`config.mk`:
```
export PLATFORM = sky130hd
export DESIGN_NAME = adsr_env_mc
export DESIGN_NICKNAME = d
export VERILOG_FILES = /design/src/rtl/adsr_env_mc.sv
export SDC_FILE = /design/constraint.sdc
export NUM_CORES = 1
export LEC_CHECK = 0
export BUFFER_PORTS_ARGS = -buffer_cell sky130_fd_sc_hd__clkbuf_2
export CAP_MARGIN = 20
export CORE_UTILIZATION = 44
export DETAILED_ROUTE_END_ITERATION = 7
export PLACE_DENSITY_LB_ADDON = 0.08
export SKIP_CTS_REPAIR_TIMING = 1
export SLEW_MARGIN = 15
export SYNTH_ARGS = -nofsm -noshare
export SYNTH_HDL_FRONTEND = slang
export SYNTH_SLANG_ARGS = --single-unit
```
`constraint.sdc`:
```
create_clock -name clk -period 12.4 [get_ports clk]
set_input_delay 1.24 -clock clk [delete_from_list [all_inputs] [get_ports clk]]
set_output_delay 1.24 -clock clk [all_outputs]
set_load 0.01 [all_outputs]
```
`src/rtl/adsr_env_mc.sv`:
```
`default_nettype none
// ============================================================================
// Module   : adsr_env_mc
// Brief    : Time-multiplexed multi-voice ADSR envelope generator; one voice
//            is updated per clock during a sweep started by sample_rate.
// Revision : 1.0 - initial release
// ============================================================================
module adsr_env_mc #(
    parameter int VOICES = 4,
    parameter int TIME_W = 7,
    parameter int OUT_W  = 7,
    parameter int ACC_W  = 16,
    parameter int VW     = (VOICES > 1) ? $clog2(VOICES) : 1
) (
    input  logic              clk,
    input  logic              rst,
    input  logic              sample_rate,
    input  logic [VOICES-1:0] gate,
    input  logic [TIME_W-1:0] attack_time,
    input  logic [TIME_W-1:0] decay_time,
    input  logic [OUT_W-1:0]  sustain_level,
    input  logic [TIME_W-1:0] release_time,
    output logic [OUT_W-1:0]  env_level,
    output logic [VW-1:0]     env_voice,
    output logic [2:0]        env_stage,
    output logic              env_dv,
    output logic              env_ov,
    output logic              env_overrun
);

    typedef enum logic [2:0] {
        ST_IDLE    = 3'd0,
        ST_ATTACK  = 3'd1,
        ST_DECAY   = 3'd2,
        ST_SUSTAIN = 3'd3,
        ST_RELEASE = 3'd4
    } stage_t;

    localparam logic [OUT_W-1:0] c_full_scale = '1;
    localparam logic [VW-1:0]    c_last_voice = VW'(VOICES - 1);

    // Per-voice envelope state
    stage_t             r_stage [VOICES];
    logic [OUT_W-1:0]   r_level [VOICES];
    logic [ACC_W-1:0]   r_acc   [VOICES];

    // Sweep control
    logic               r_busy;
    logic [VW-1:0]      r_idx;

    // Registered outputs
    logic [OUT_W-1:0]   r_env_level;
    logic [VW-1:0]      r_env_voice;
    logic [2:0]         r_env_stage;
    logic               r_env_dv;
    logic               r_env_ov;
    logic               r_env_overrun;

    // Current voice view and next-state results
    stage_t             w_cur_stage;
    logic [OUT_W-1:0]   w_cur_level;
    logic [ACC_W-1:0]   w_cur_acc;
    logic               w_gate;
    logic [TIME_W-1:0]  w_code;
    logic [TIME_W:0]    w_inc;
    logic [ACC_W:0]     w_inc_ext;
    logic [ACC_W:0]     w_sum;
    logic               w_carry;
    stage_t             w_nstage;
    logic [OUT_W-1:0]   w_nlevel;
    logic [ACC_W-1:0]   w_nacc;
    logic               w_step;

    assign w_cur_stage = r_stage[r_idx];
    assign w_cur_level = r_level[r_idx];
    assign w_cur_acc   = r_acc[r_idx];
    assign w_gate      = gate[r_idx];

    // Rate code of the active stage; inc = 2^TIME_W - code, never zero
    always_comb begin
        w_code = '0;
        case (w_cur_stage)
            ST_ATTACK:  w_code = attack_time;
            ST_DECAY:   w_code = decay_time;
            ST_RELEASE: w_code = release_time;
            default:    w_code = '0;
        endcase
        w_inc              = {1'b1, {TIME_W{1'b0}}} - {1'b0, w_code};
        w_inc_ext          = '0;
        w_inc_ext[TIME_W:0] = w_inc;
        w_sum              = {1'b0, w_cur_acc} + w_inc_ext;
        w_carry            = w_sum[ACC_W];
    end

    // Next-state evaluation for the voice currently in the sweep slot
    always_comb begin
        w_nstage = w_cur_stage;
        w_nlevel = w_cur_level;
        w_nacc   = w_cur_acc;
        w_step   = 1'b0;
        case (w_cur_stage)
            ST_IDLE: begin
                if (w_gate) begin
                    w_nstage = ST_ATTACK;
                    w_nacc   = '0;
                end
            end
            ST_ATTACK: begin
                if (!w_gate) begin
                    w_nstage = ST_RELEASE;
                    w_nacc   = '0;
                end else begin
                    w_nacc = w_sum[ACC_W-1:0];
                    w_step = w_carry;
                    if (w_carry && (w_cur_level != c_full_scale))
                        w_nlevel = w_cur_level + 1'b1;
                    if (w_nlevel == c_full_scale) begin
                        w_nstage = ST_DECAY;
                        w_nacc   = '0;
                    end
                end
            end
            ST_DECAY: begin
                if (!w_gate) begin
                    w_nstage = ST_RELEASE;
                    w_nacc   = '0;
                end else if (w_cur_level <= sustain_level) begin
                    w_nstage = ST_SUSTAIN;
                    w_nacc   = '0;
                end else begin
                    // level > sustain_level here, so the decrement cannot wrap
                    w_nacc = w_sum[ACC_W-1:0];
                    w_step = w_carry;
                    if (w_carry)
                        w_nlevel = w_cur_level - 1'b1;
                end
            end
            ST_SUSTAIN: begin
                if (!w_gate) begin
                    w_nstage = ST_RELEASE;
                    w_nacc   = '0;
                end else begin
                    w_nlevel = sustain_level;
                end
            end
            ST_RELEASE: begin
                if (w_gate) begin
                    // Retrigger from the current level to avoid a click
                    w_nstage = ST_ATTACK;
                    w_nacc   = '0;
                end else begin
                    w_nacc = w_sum[ACC_W-1:0];
                    w_step = w_carry;
                    if (w_carry && (w_cur_level != '0))
                        w_nlevel = w_cur_level - 1'b1;
                    if (w_nlevel == '0) begin
                        w_nstage = ST_IDLE;
                        w_nacc   = '0;
                    end
                end
            end
            default: begin
                w_nstage = ST_IDLE;
                w_nlevel = '0;
                w_nacc   = '0;
            end
        endcase
    end

    always_ff @(posedge clk) begin
        if (rst) begin
            for (int v = 0; v < VOICES; v++) begin
                r_stage[v] <= ST_IDLE;
                r_level[v] <= '0;
                r_acc[v]   <= '0;
            end
            r_busy        <= 1'b0;
            r_idx         <= '0;
            r_env_level   <= '0;
            r_env_voice   <= '0;
            r_env_stage   <= '0;
            r_env_dv      <= 1'b0;
            r_env_ov      <= 1'b0;
            r_env_overrun <= 1'b0;
        end else begin
            r_env_dv      <= 1'b0;
            r_env_ov      <= 1'b0;
            r_env_overrun <= sample_rate & r_busy;
            if (r_busy) begin
                r_stage[r_idx] <= w_nstage;
                r_level[r_idx] <= w_nlevel;
                r_acc[r_idx]   <= w_nacc;
                r_env_level    <= w_nlevel;
                r_env_voice    <= r_idx;
                r_env_stage    <= w_nstage;
                r_env_dv       <= 1'b1;
                r_env_ov       <= w_step;
                if (r_idx == c_last_voice) begin
                    r_busy <= 1'b0;
                    r_idx  <= '0;
                end else begin
                    r_idx <= r_idx + 1'b1;
                end
            end else if (sample_rate) begin
                r_busy <= 1'b1;
                r_idx  <= '0;
            end
        end
    end

    assign env_level   = r_env_level;
    assign env_voice   = r_env_voice;
    assign env_stage   = r_env_stage;
    assign env_dv      = r_env_dv;
    assign env_ov      = r_env_ov;
    assign env_overrun = r_env_overrun;

endmodule
`default_nettype wire

```
; ---- Yosys cells after proc, flatten, opt, wreduce, memory -nomap -nowiden
; Memories as Yosys holds them, arrays and structs flattened. A register that Yosys moved wholly into a read port is not among the register bits.
; Cells that the tools add are included.
[op_classes]
order_cmp = 2
eq_ne = 7
multipliers = 0
shifts = 0
div = 0
muxes = 65
n_reduce_logical = 10
n_addsub = 5
bitwise_logic = 2
[ops]
columns = cell, count
row1 = two-way mux 16 bit, 9
row2 = two-way mux 7 bit, 13
row3 = case mux 16 bit (5 select lines), 1
row4 = case mux 7 bit (5 select lines), 1
row5 = two-way mux 3 bit, 9
row6 = two-way mux 2 bit, 12
row7 = case mux 7 bit (3 select lines), 1
row8 = adder 16 x 8 -> 17 bit, 1
row9 = two-way mux 1 bit, 16
row10 = OR reduction 16 bit, 1
row11 = case mux 3 bit (5 select lines), 1
row12 = "subtractor 8 x 7 -> 8 bit, first input constant", 1
row13 = "adder 7 x 1 -> 7 bit, second input constant", 1
row14 = "equality test 7 bit, second input constant", 1
row15 = less-or-equal comparator 7 bit, 1
row16 = logical NOT 7 bit, 1
row17 = "inequality test 7 bit, second input constant", 1
row18 = nonzero test 7 bit, 1
row19 = OR reduction 7 bit, 1
row20 = "subtractor 7 x 1 -> 7 bit, second input constant", 1
row21 = "equality test 3 x 2 -> 1 bit, second input constant", 2
row22 = "equality test 3 x 1 -> 1 bit, second input constant", 1
row23 = "equality test 3 bit, second input constant", 1
row24 = logical NOT 3 bit, 1
row25 = other kinds (11), 12
[word_totals]
latchBits = 0
ff_bits = 18
mem_bits_ro = 0
n_memories = 3
mem_bits_rw = 104
[memory_table]
columns = memory, depth, word_bits, rd, rd_ports_with_merged_regs, write_ports, line
row1 = r_acc, 4, 16, 1, 1, 4, 45  ; logic [ACC_W-1:0] r_acc [VOICES];
row2 = r_level, 4, 7, 1, 1, 4, 44  ; logic [OUT_W-1:0] r_level [VOICES];
row3 = r_stage, 4, 3, 1, 1, 4, 43  ; stage_t r_stage [VOICES];

; ---- Logic depth before layout (Yosys ltp)
; Gate-level depths: netlist of the first run.
[depth]
word_depth = 13
depth_mapped = 27
mapped_depth_nobuf = 20

; ---- Worst setup path after synthesis of the first run
; Ideal clock, no wire load.
[synth_path]
path_type = register to register
from = register with a tool-made name
to = memory r_acc[3][12], data pin
setup_ns = 0.261
required_time_ns = 12.139
setup_slack_ns = 6.370
period_less_slack_ns = 6.030
arrival_time_ns = 5.769
stages_incl_launch_ff = 23
path_cell_list = dfxtp_1 -> buf_6 -> buf_8 -> buf_2 -> mux4_2 -> or2_2 -> nor2_1 -> clkbuf_1 -> a21oi_1 -> ha_1 -> fa_1 -> a211o_1 -> a2111oi_0 -> or4_1 -> clkbuf_1 -> nor3b_1 -> or3_4 -> o21ai_4 -> nand2_2 -> buf_6 -> buf_6 -> a31oi_1 -> mux2i_1
[synth_lines]
columns = element, line
row1 = "end, declared", 45

==> results of run 1 <==
[cell usage after synthesis (all sizes together), types with 14 or more instances]
cell type	n
nand2	59
nand3	25
buf	21
nor2	115
dfxtp	20
a21oi	30
xnor2	18
mux4	25
ha	20
nand4	14
inv	24
clkbuf	32
a31oi	23
mux2i	34
o21ai	25
edfxtp	104
a22oi	16
[report_power, final]
group / switching [mW] / total [mW] / internal (mW)
Clock: 0.203 / 0.499 / 0.296
Sequential: 0.00870 / 0.479 / 0.470
Combinational: 0.168 / 0.263 / 0.0942
Total: 0.380 / 1.24 / 0.861
[worst reg2reg max path: cells and delay by family (launching register included)]
family / cells / cell delay (ns)
AND/OR/NAND/NOR: 5 / 2.51
AO/OA/AOI/OAI: 6 / 1.53
multiplexers: 2 / 0.90
adder cells (fa/ha/maj): 2 / 0.89
buffers and inverters: 2 / 0.71
flip-flops: 1 / 0.61
[sequential cells by signal, indices dropped and copies added (netlist names), named ones only]
signal / cells
r_acc: 64
r_level: 28
r_stage: 12
env_level: 7
env_stage: 3
env_voice: 2
r_idx: 2
env_dv: 1
env_ov: 1
env_overrun: 1
r_busy: 1
[placed cells by master (no fill, tap or decap), types with 6 or more instances in the layout]
master	instances
nor2_1	115
edfxtp_1	104
nand2_1	58
clkbuf_2	49
mux2i_1	34
a21oi_1	29
mux4_2	25
nand3_1	25
inv_1	24
a31oi_1	23
ha_1	20
dfxtp_1	19
xnor2_1	18
o21ai_0	18
clkbuf_16	17
buf_4	15
nand4_1	13
nor3_1	10
and2_1	10
o211ai_1	9
a22oi_1	8
nand3b_1	8
a21o_1	8
o22ai_1	6
[cell families (layout without fill, tap and decap cells)]
group | Yosys count | count (layout) | synth area share, %
xor gates and xnor gates | 23 | 23 | 2.61
adders and majority gates | 21 | 21 | 3.50
buffers and inverters | 78 | 120 | 4.75
muxes | 64 | 64 | 12.4
and+or+nand+nor | 281 | 281 | 17.4
AOI/OAI and AO/OA | 148 | 148 | 13.6
DFF | 124 | 124 | 45.7
[per-layer routing]
metal  GRT usage [%]  routed length (um)
met1            37.4               10500
met2            39.8               10300
met3            5.67                1470
met4            8.68                 468
met5               0                   0
[metrics by stage]
| stage | area [um2] | instances |
|---|---|---|
| 6_report | 8660 | 1006 |
| 5_1_grt | 8660 | 1006 |
| 4_1_cts | 8660 | 1006 |
| 3_5_place_dp | 8080 | 975 |
| 3_3_place_gp | 8080 | 975 |
| 2_1_floorplan | 7710 | 739 |
[how the worst max path moves through the flow]
stage | from | end | slack [ns] | depth (start not counted)
after CTS | register | r_acc[1][0] | 4.71 | 19
final | register | r_acc[3][15] | 5.09 | 17
after global placement | register | r_acc[1][0] | 4.94 | 17
after global routing | register | r_acc[3][15] | 4.61 | 17
after floorplan | register | r_acc[3][12] | 6.37 | 22
after detailed placement | register | r_acc[1][0] | 4.73 | 19
[layout make-up]
type	instances	area share, %
multi-input combinational	537	44.2
sequential	124	40.7
clock buffer	18	4.95
timing repair buffer	64	4.13
tap	225	3.25
clock inverter	13	1.68
inverter	25	1.08
==> out/results.ini, run 1 <==
[layout]
post-route-util_pct = 50.4
drive_gt1_share_pct = 19.6
syn_to_final_growth_pct = 12.3
nFillCells = 1638
multi_input_area_mm2 = 0.00383
regArea_mm2 = 0.00352
nets = 825
antenna_cells = 0

[logic_synthesis]
yosysTopAreaCellShare_pct = 40.5
synth_largest_area_cell = edfxtp_1
synth_edf_count = 104
yosys-top-cells-area = edfxtp_1 40%, mux4_2 7.3%, nor2_1 5.6%, dfxtp_1 5.2%, mux2i_1 4.4%
ys_async_sr_fraction_pct = 0
ys_ff_latch = 124
syn_area_per_cell_um2 = 10.4
syn_area_mm2 = 0.00771
yosysWarnings = 0
synth_nets = 795
synth_cell_types = 70
synthCells = 739
yosys_most_used_dff = edfxtp_1
yosysSeqAreaShare_pct = 45.7

[setup_path]
crit_arrival_ns = 7.58
crit_required_ns = 12.67
r2r-end = r_acc[3][15]
cp_max_fo = 57
slowest_delay_ns = 0.73
path_cells = buf_4, mux4_2, or2_2, nor2_1, a21oi_1, ha_1, fa_1, a211o_1, a2111oi_0, buf_4, or4_1, o21bai_1, o211ai_1, o21ai_2, nand2_4, or3b_2, mux2i_1
crit_top_cell = buf_4
crit_type = register to register
worst-path-buf-inv = 2
crit_slowest_cell = mux4_2
end_kind = register
crit_family = simple AND/OR/NAND/NOR gates
critPathLaunchType = register
rrSetupSlack_ns = 5.09
r2r_cells = 17

[worst_hold_path]
min_path_cells = 2
hp-class = register to register
min_to = env_level[0]
min_from = env_level[0]

[drt]
post_drt_wl_per_cell_um = 22.6
finalWirelength_mm = 22.7
dr.pass1.iters = 6
post-route-drc-count = 0
via_per_inst = 6.16
ant_nets = 0
vias = 6197
drtIter0Drc = 538

[power]
max-vdd-ir-drop_mv = 0.0986
p_leak_nw = 3.27
power.total_mw = 1.24
cellPowerDensity_mw_per_mm2 = 143

[sta]
min_period_over_period_pct = 58.9
rsz0062_at_grt = false
fin_ws_ns = 5.09
setup_viol = 0
finClkSkew_ns = 0.0136
slew_headroom_pct = 34.8
fin_crit_ns = 7.31
max_freq_mhz = 137
tightest_slew_ns = 0.978
whs_ns = 0.439
fin_setup_tns_ns = 0
maxSlewViolCount = 0
hold_viol = 0

[grt]
grt_pass1_vias = 5863
grt_usage_pct = 26.3
grt_pass1_wl_mm = 34.8
gr-total-overflow = 0
antenna_found_initial = 0
grt_max_degree = 58

[cts]
cts_tree = built
cts_buffer_depth = 2
cts_buffers = 17
clockRootBuffer = clkbuf_16
cts_max_level = 4
path_clk_slew_ns = 0.07
clock_latency_ns = 0.43
cts_sinks = 124

[placement]
post-dp-hpwl_mm = 15.3
place_congestion = 0.937
place_worst_setup_slack_ns = 4.73
portBuffers = 49

[outcome]
status = complete, no violations

[die]
fp.dieArea_mm2 = 0.0181
start_util_pct = 44.9
fp.dieW_um = 134
row_count = 48
fp.dieH_um = 134
pin_count = 50
core_area_mm2 = 0.0172

[run]
max_cap_violations = 0

(Power assumes the default switching activity.)
==> inputs of run 2 (changes only) <==
clock period = 6.15 ns   (was 12.4 ns; I/O delays follow)
==> run 2 against run 1 <==
Against the previous run:
- count of clock-buffer cells in the layout unchanged
- die area unchanged
- combinational power up 110%
- via count down 0.63%
- critical path type unchanged
- largest cell class unchanged
==> out/results.ini, run 2 (synthesis results as in run 1) <==
[grt]
grt_pass1_wl_mm = 35.2  ; +1.2%
grt_max_degree = 48  ; -17%
grt_usage_pct = 26.6  ; +0.31 points
grt_pass1_vias = 6010  ; +2.5%
antenna_found_initial = 0  ; unchanged
gr-total-overflow = 0  ; unchanged

[drt]
via_per_inst = 6.06  ; -1.6%
ant_nets = 0  ; unchanged
drtIter0Drc = 601  ; +12%
dr.pass1.iters = 4  ; -2
finalWirelength_mm = 22.9  ; +0.64%
post-route-drc-count = 0  ; unchanged
vias = 6158  ; -0.63%
post_drt_wl_per_cell_um = 22.5  ; -0.35%

[die]
fp.dieW_um = 134  ; unchanged
fp.dieH_um = 134  ; unchanged
start_util_pct = 44.9  ; unchanged
row_count = 48  ; unchanged
pin_count = 50  ; unchanged
core_area_mm2 = 0.0172  ; unchanged
fp.dieArea_mm2 = 0.0181  ; unchanged

[layout]
regArea_mm2 = 0.00352  ; unchanged
syn_to_final_growth_pct = 13.8
largest_register_ffs = 64  ; unchanged
largestRegisters = r_acc: 64 flops, r_level: 28 flops, r_stage: 12 flops
drive_gt1_share_pct = 21.2  ; +1.6 points
antenna_cells = 0  ; unchanged
nFillCells = 1600  ; -2.3%
multi_input_area_mm2 = 0.00385  ; +0.39%
layout_commonest_cell = nor2_1
final_cells = 1016  ; +0.99%
largest-register = r_acc
final_cell_mix = 113 x nor2_1, 104 x edfxtp_1, 58 x nand2_1
nets = 834  ; +1.1%
final_area_mm2 = 0.00877  ; +1.3%

[cts]
cts_buffers = 17  ; unchanged
cts_tree = built
clock_latency_ns = 0.43  ; about the same
cts_buffer_depth = 2  ; unchanged
path_clk_slew_ns = 0.06  ; about the same
cts_max_level = 4  ; unchanged
cts_sinks = 124  ; unchanged
clockRootBuffer = clkbuf_16

[setup_path]
crit_top_cell = buf_4
end_kind = register
crit_arrival_ns = 6.06  ; -1.52 ns
rrSetupSlack_ns = 0.36  ; -4.73 ns
crit_slowest_cell = mux4_2
path_cells = mux4_2, buf_4, or2_2, nor2_2, a21oi_1, ha_1, fa_1, a211o_1, a2111oi_0, buf_4, nor4_1, buf_4, and4_1, o22ai_1, o21ai_4, nand2_2, buf_12, or3b_2, mux2i_1
cp_max_fo = 47  ; -18%
crit_required_ns = 6.42  ; -6.25 ns
r2r-end = r_acc[3][13]
r2r_cells = 19  ; +2
crit_type = register to register
slowest_delay_ns = 0.56  ; -0.17 ns
critPathLaunchType = register

[sta]
max_freq_mhz = 173  ; +26%
fin_setup_tns_ns = 0  ; unchanged
whs_ns = 0.442  ; +0.00320 ns
min_period_over_period_pct = 94.1  ; +35 points
rsz0062_at_grt = false
fin_crit_ns = 5.79  ; -1.52 ns
slew_headroom_pct = 28.1  ; -6.7 points
hold_viol = 0  ; unchanged
finClkSkew_ns = 0.0126  ; -0.00100 ns
tightest_slew_ns = 1.08  ; +0.100 ns
maxSlewViolCount = 0  ; unchanged
setup_viol = 0  ; unchanged

[worst_hold_path]
min_to = env_stage[1]
min_from = env_stage[1]
hp-class = register to register
min_path_cells = 2  ; unchanged

[placement]
post-dp-hpwl_mm = 15.6  ; +2.1%
place_congestion = 0.981  ; +4.7%
placed_cells = 984  ; +0.92%
portBuffers = 49  ; unchanged
place_area_mm2 = 0.00817  ; +1.1%

[power]
max-vdd-ir-drop_mv = 0.203  ; +110%
cellPowerDensity_mw_per_mm2 = 287  ; +100%
power.total_mw = 2.52  ; +100%
p_leak_nw = 3.32  ; +1.7%

[run]
max_cap_violations = 0  ; unchanged

[outcome]
status = complete, no violations

run 2: stage by stage:
stage,worst slack (ns),util [%]
final,0.364,51.1
after global routing,0.0586,51.1
after CTS,0.220,51.0
after detailed placement,0.260,47.6
after global placement,0.303,47.6
after floorplan,0.120,-
run 2: power by group:
group / leakage [nW] / switching [mW] / internal (mW)
clock: 0.279 / 0.406 / 0.605
combinational: 1.80 / 0.344 / 0.198
sequential: 1.24 / 0.0156 / 0.948
total: 3.32 / 0.765 / 1.75
run 2: layout make-up:
cell class | count | share of cell area [%]
inverters | 25 | 1.07
multi-input cells | 537 | 43.8
repair buffers | 73 | 4.99
flip-flops and latches | 124 | 40.2
clock inverters | 14 | 1.84
well taps | 225 | 3.21
clock buffers | 18 | 4.89
run 2: routing by layer:
| layer | track usage [%] | part of all wire, % | routed length, um |
|---|---|---|---|
| met5 | 0 | 0 | 0 |
| met4 | 8.68 | 1.7 | 392 |
| met3 | 4.76 | 6.2 | 1420 |
| met2 | 40.2 | 45 | 10300 |
| met1 | 38.6 | 47 | 10800 |
run 2: critical path, delay by kind of cell (launching register included):
kind                     cells  cell delay [ns]
AND/OR/NAND/NOR              6             1.49
AO/OA/AOI/OAI                5             1.28
buffers and inverters        4             0.90
adder cells (fa/ha/maj)      2             0.84
multiplexers                 2             0.69
flip-flops                   1             0.40
run 2: worst max path at each step:
| stage | start | cells after the start | to | slack [ns] |
|---|---|---|---|---|
| 3_3_place_gp | register | 18 | r_acc[3][15] | 0.30 |
| 3_5_place_dp | register | 18 | r_acc[3][13] | 0.26 |
| 2_1_floorplan | register | 22 | r_acc[3][12] | 0.12 |
| 6_report | register | 19 | r_acc[3][13] | 0.36 |
| 5_1_grt | register | 22 | r_acc[1][3] | 0.06 |
| 4_1_cts | register | 18 | r_acc[3][13] | 0.22 |
==> inputs of run 3 (changes only) <==
CELL_PAD_IN_SITES_DETAIL_PLACEMENT = 1   (was not set)
CELL_PAD_IN_SITES_GLOBAL_PLACEMENT = 1   (was not set)
clock period = 6.3 ns   (was 6.15 ns; I/O delays follow)
==> run 3 against run 2 <==
Against the previous run:
- global-route usage increased by 0.98 points
- power down 1.5%
- final area hardly changed
- clock power is essentially flat
- register-to-register slack better by 0.06 ns
- critical path type unchanged
- highest routed layer unchanged
==> out/results.ini, run 3 (synthesis results as in run 1) <==
[die]
core_area_mm2 = 0.0172  ; unchanged
fp.dieH_um = 134  ; unchanged
fp.dieW_um = 134  ; unchanged
start_util_pct = 44.9  ; unchanged
row_count = 48  ; unchanged
fp.dieArea_mm2 = 0.0181  ; unchanged
pin_count = 50  ; unchanged

[cts]
cts_sinks = 124  ; unchanged
cts_buffers = 17  ; unchanged
cts_buffer_depth = 2  ; unchanged
path_clk_slew_ns = 0.06  ; about the same
cts_tree = built
cts_max_level = 4  ; unchanged
clock_latency_ns = 0.43  ; about the same
clockRootBuffer = clkbuf_16

[drt]
via_per_inst = 6.10  ; +0.72%
finalWirelength_mm = 23.7  ; +3.4%
drtIter0Drc = 465  ; -23%
ant_nets = 0  ; unchanged
post_drt_wl_per_cell_um = 23.3  ; +3.5%
vias = 6196  ; +0.62%
dr.pass1.iters = 5  ; +1
post-route-drc-count = 0  ; unchanged

[grt]
grt_pass1_vias = 6604  ; +9.9%
grt_pass1_wl_mm = 37.0  ; +5.1%
antenna_found_initial = 0  ; unchanged
grt_usage_pct = 27.6  ; +0.98 points
gr-total-overflow = 0  ; unchanged
grt_max_degree = 58  ; +21%

[placement]
post-dp-hpwl_mm = 16.3  ; +4.3%
placed_cells = 982  ; -0.20%
place_worst_setup_slack_ns = 0.278  ; +0.0180 ns
portBuffers = 49  ; unchanged
place_congestion = 0.932  ; -5.0%
place_area_mm2 = 0.00816  ; -0.18%

[layout]
drive_gt1_share_pct = 21.2  ; -0.073 points
nets = 832  ; -0.24%
final_cells = 1015  ; -0.098%
post-route-util_pct = 51.1  ; about the same
largestRegisters = r_acc: 64 flops, r_level: 28 flops, r_stage: 12 flops
largest-register = r_acc
final_cell_mix = 115 x nor2_1, 104 x edfxtp_1, 58 x nand2_1
layout_commonest_cell = nor2_1
syn_to_final_growth_pct = 13.7  ; about the same
largest_register_ffs = 64  ; unchanged
nFillCells = 1905  ; +19%
final_area_mm2 = 0.00877  ; about the same

[sta]
fin_setup_tns_ns = 0  ; unchanged
finClkSkew_ns = 0.00953  ; -0.00309 ns
slew_headroom_pct = 27.6  ; -0.53 points
fin_ws_ns = 0.420  ; +0.0554 ns
setup_viol = 0  ; unchanged
fin_crit_ns = 5.88  ; +0.0946 ns
hold_viol = 0  ; unchanged
max_freq_mhz = 170  ; -1.6%
tightest_slew_ns = 1.09  ; +0.00796 ns
rsz0062_at_grt = false
maxSlewViolCount = 0  ; unchanged
whs_ns = 0.443  ; +0.000932 ns
min_period_over_period_pct = 93.3  ; -0.74 points

[run]
max_cap_violations = 0  ; unchanged

[setup_path]
r2r-end = r_acc[3][15]
critPathLaunchType = register
cp_max_fo = 57  ; +21%
r2r_cells = 19  ; unchanged
crit_type = register to register
end_kind = register
crit_arrival_ns = 6.16  ; +0.10 ns
crit_required_ns = 6.58  ; +0.16 ns
rrSetupSlack_ns = 0.42  ; +0.06 ns

[worst_hold_path]
hp-class = register to register
min_path_cells = 2  ; unchanged
min_from = env_stage[2]
min_to = env_stage[2]

[power]
max-vdd-ir-drop_mv = 0.204  ; +0.34%
power.total_mw = 2.48  ; -1.5%
cellPowerDensity_mw_per_mm2 = 283  ; -1.5%
p_leak_nw = 3.31  ; -0.41%

[outcome]
status = complete, no violations

## run 3: worst max path at each step
stage / startpoint / end / slack, ns / cells after the start
finish: register / r_acc[3][15] / 0.42 / 19
global route: register / r_acc[3][13] / 0.06 / 23
CTS: register / r_acc[3][15] / 0.24 / 21
detailed placement: register / r_acc[3][15] / 0.28 / 21
global placement: register / r_acc[1][3] / 0.46 / 19
floorplan: register / r_acc[3][12] / 0.27 / 22
## run 3: cell type report
| type | count | area, um2 | share of cell area (%) |
|---|---|---|---|
| Tap cell | 225 | 282 | 3.21 |
| Sequential cell | 124 | 3520 | 40.2 |
| Clock inverter | 14 | 161 | 1.84 |
| Timing Repair Buffer | 71 | 423 | 4.82 |
| Antenna cell | 1 | 2.50 | 0.0285 |
| Clock buffer | 18 | 439 | 5.01 |
| Multi-Input combinational cell | 537 | 3840 | 43.8 |
| Inverter | 25 | 93.8 | 1.07 |
## run 3: report_power, final
| part | switching (mW) | total, mW | internal [mW] |
|---|---|---|---|
| combinational | 0.341 | 0.536 | 0.195 |
| clock | 0.399 | 1.00 | 0.600 |
| sequential | 0.0168 | 0.943 | 0.926 |
## run 3: layer usage
metal  part of all wire [%]  global-route usage [%]  vias up
li1                       -                       -     2847
met1                     46                    37.4     3130
met2                     48                    45.0      188
met3                    4.8                    5.03       31
met4                    1.6                    8.24        0
met5                      0                       0        -
## run 3: critical path, stage by stage, from the launching register on
cell       delay, ns
dfxtp_2         0.44
mux4_2          0.57
buf_4           0.21
or2_2           0.33
nor2_1          0.18
buf_4           0.19
a21oi_1         0.10
ha_1            0.35
fa_1            0.50
a211o_1         0.31
a2111oi_1       0.58
buf_4           0.25
nor4_1          0.06
and3_1          0.20
o211ai_1        0.25
o21ai_2         0.16
nand2_2         0.13
buf_12          0.25
or3b_2          0.48
mux2i_1         0.13
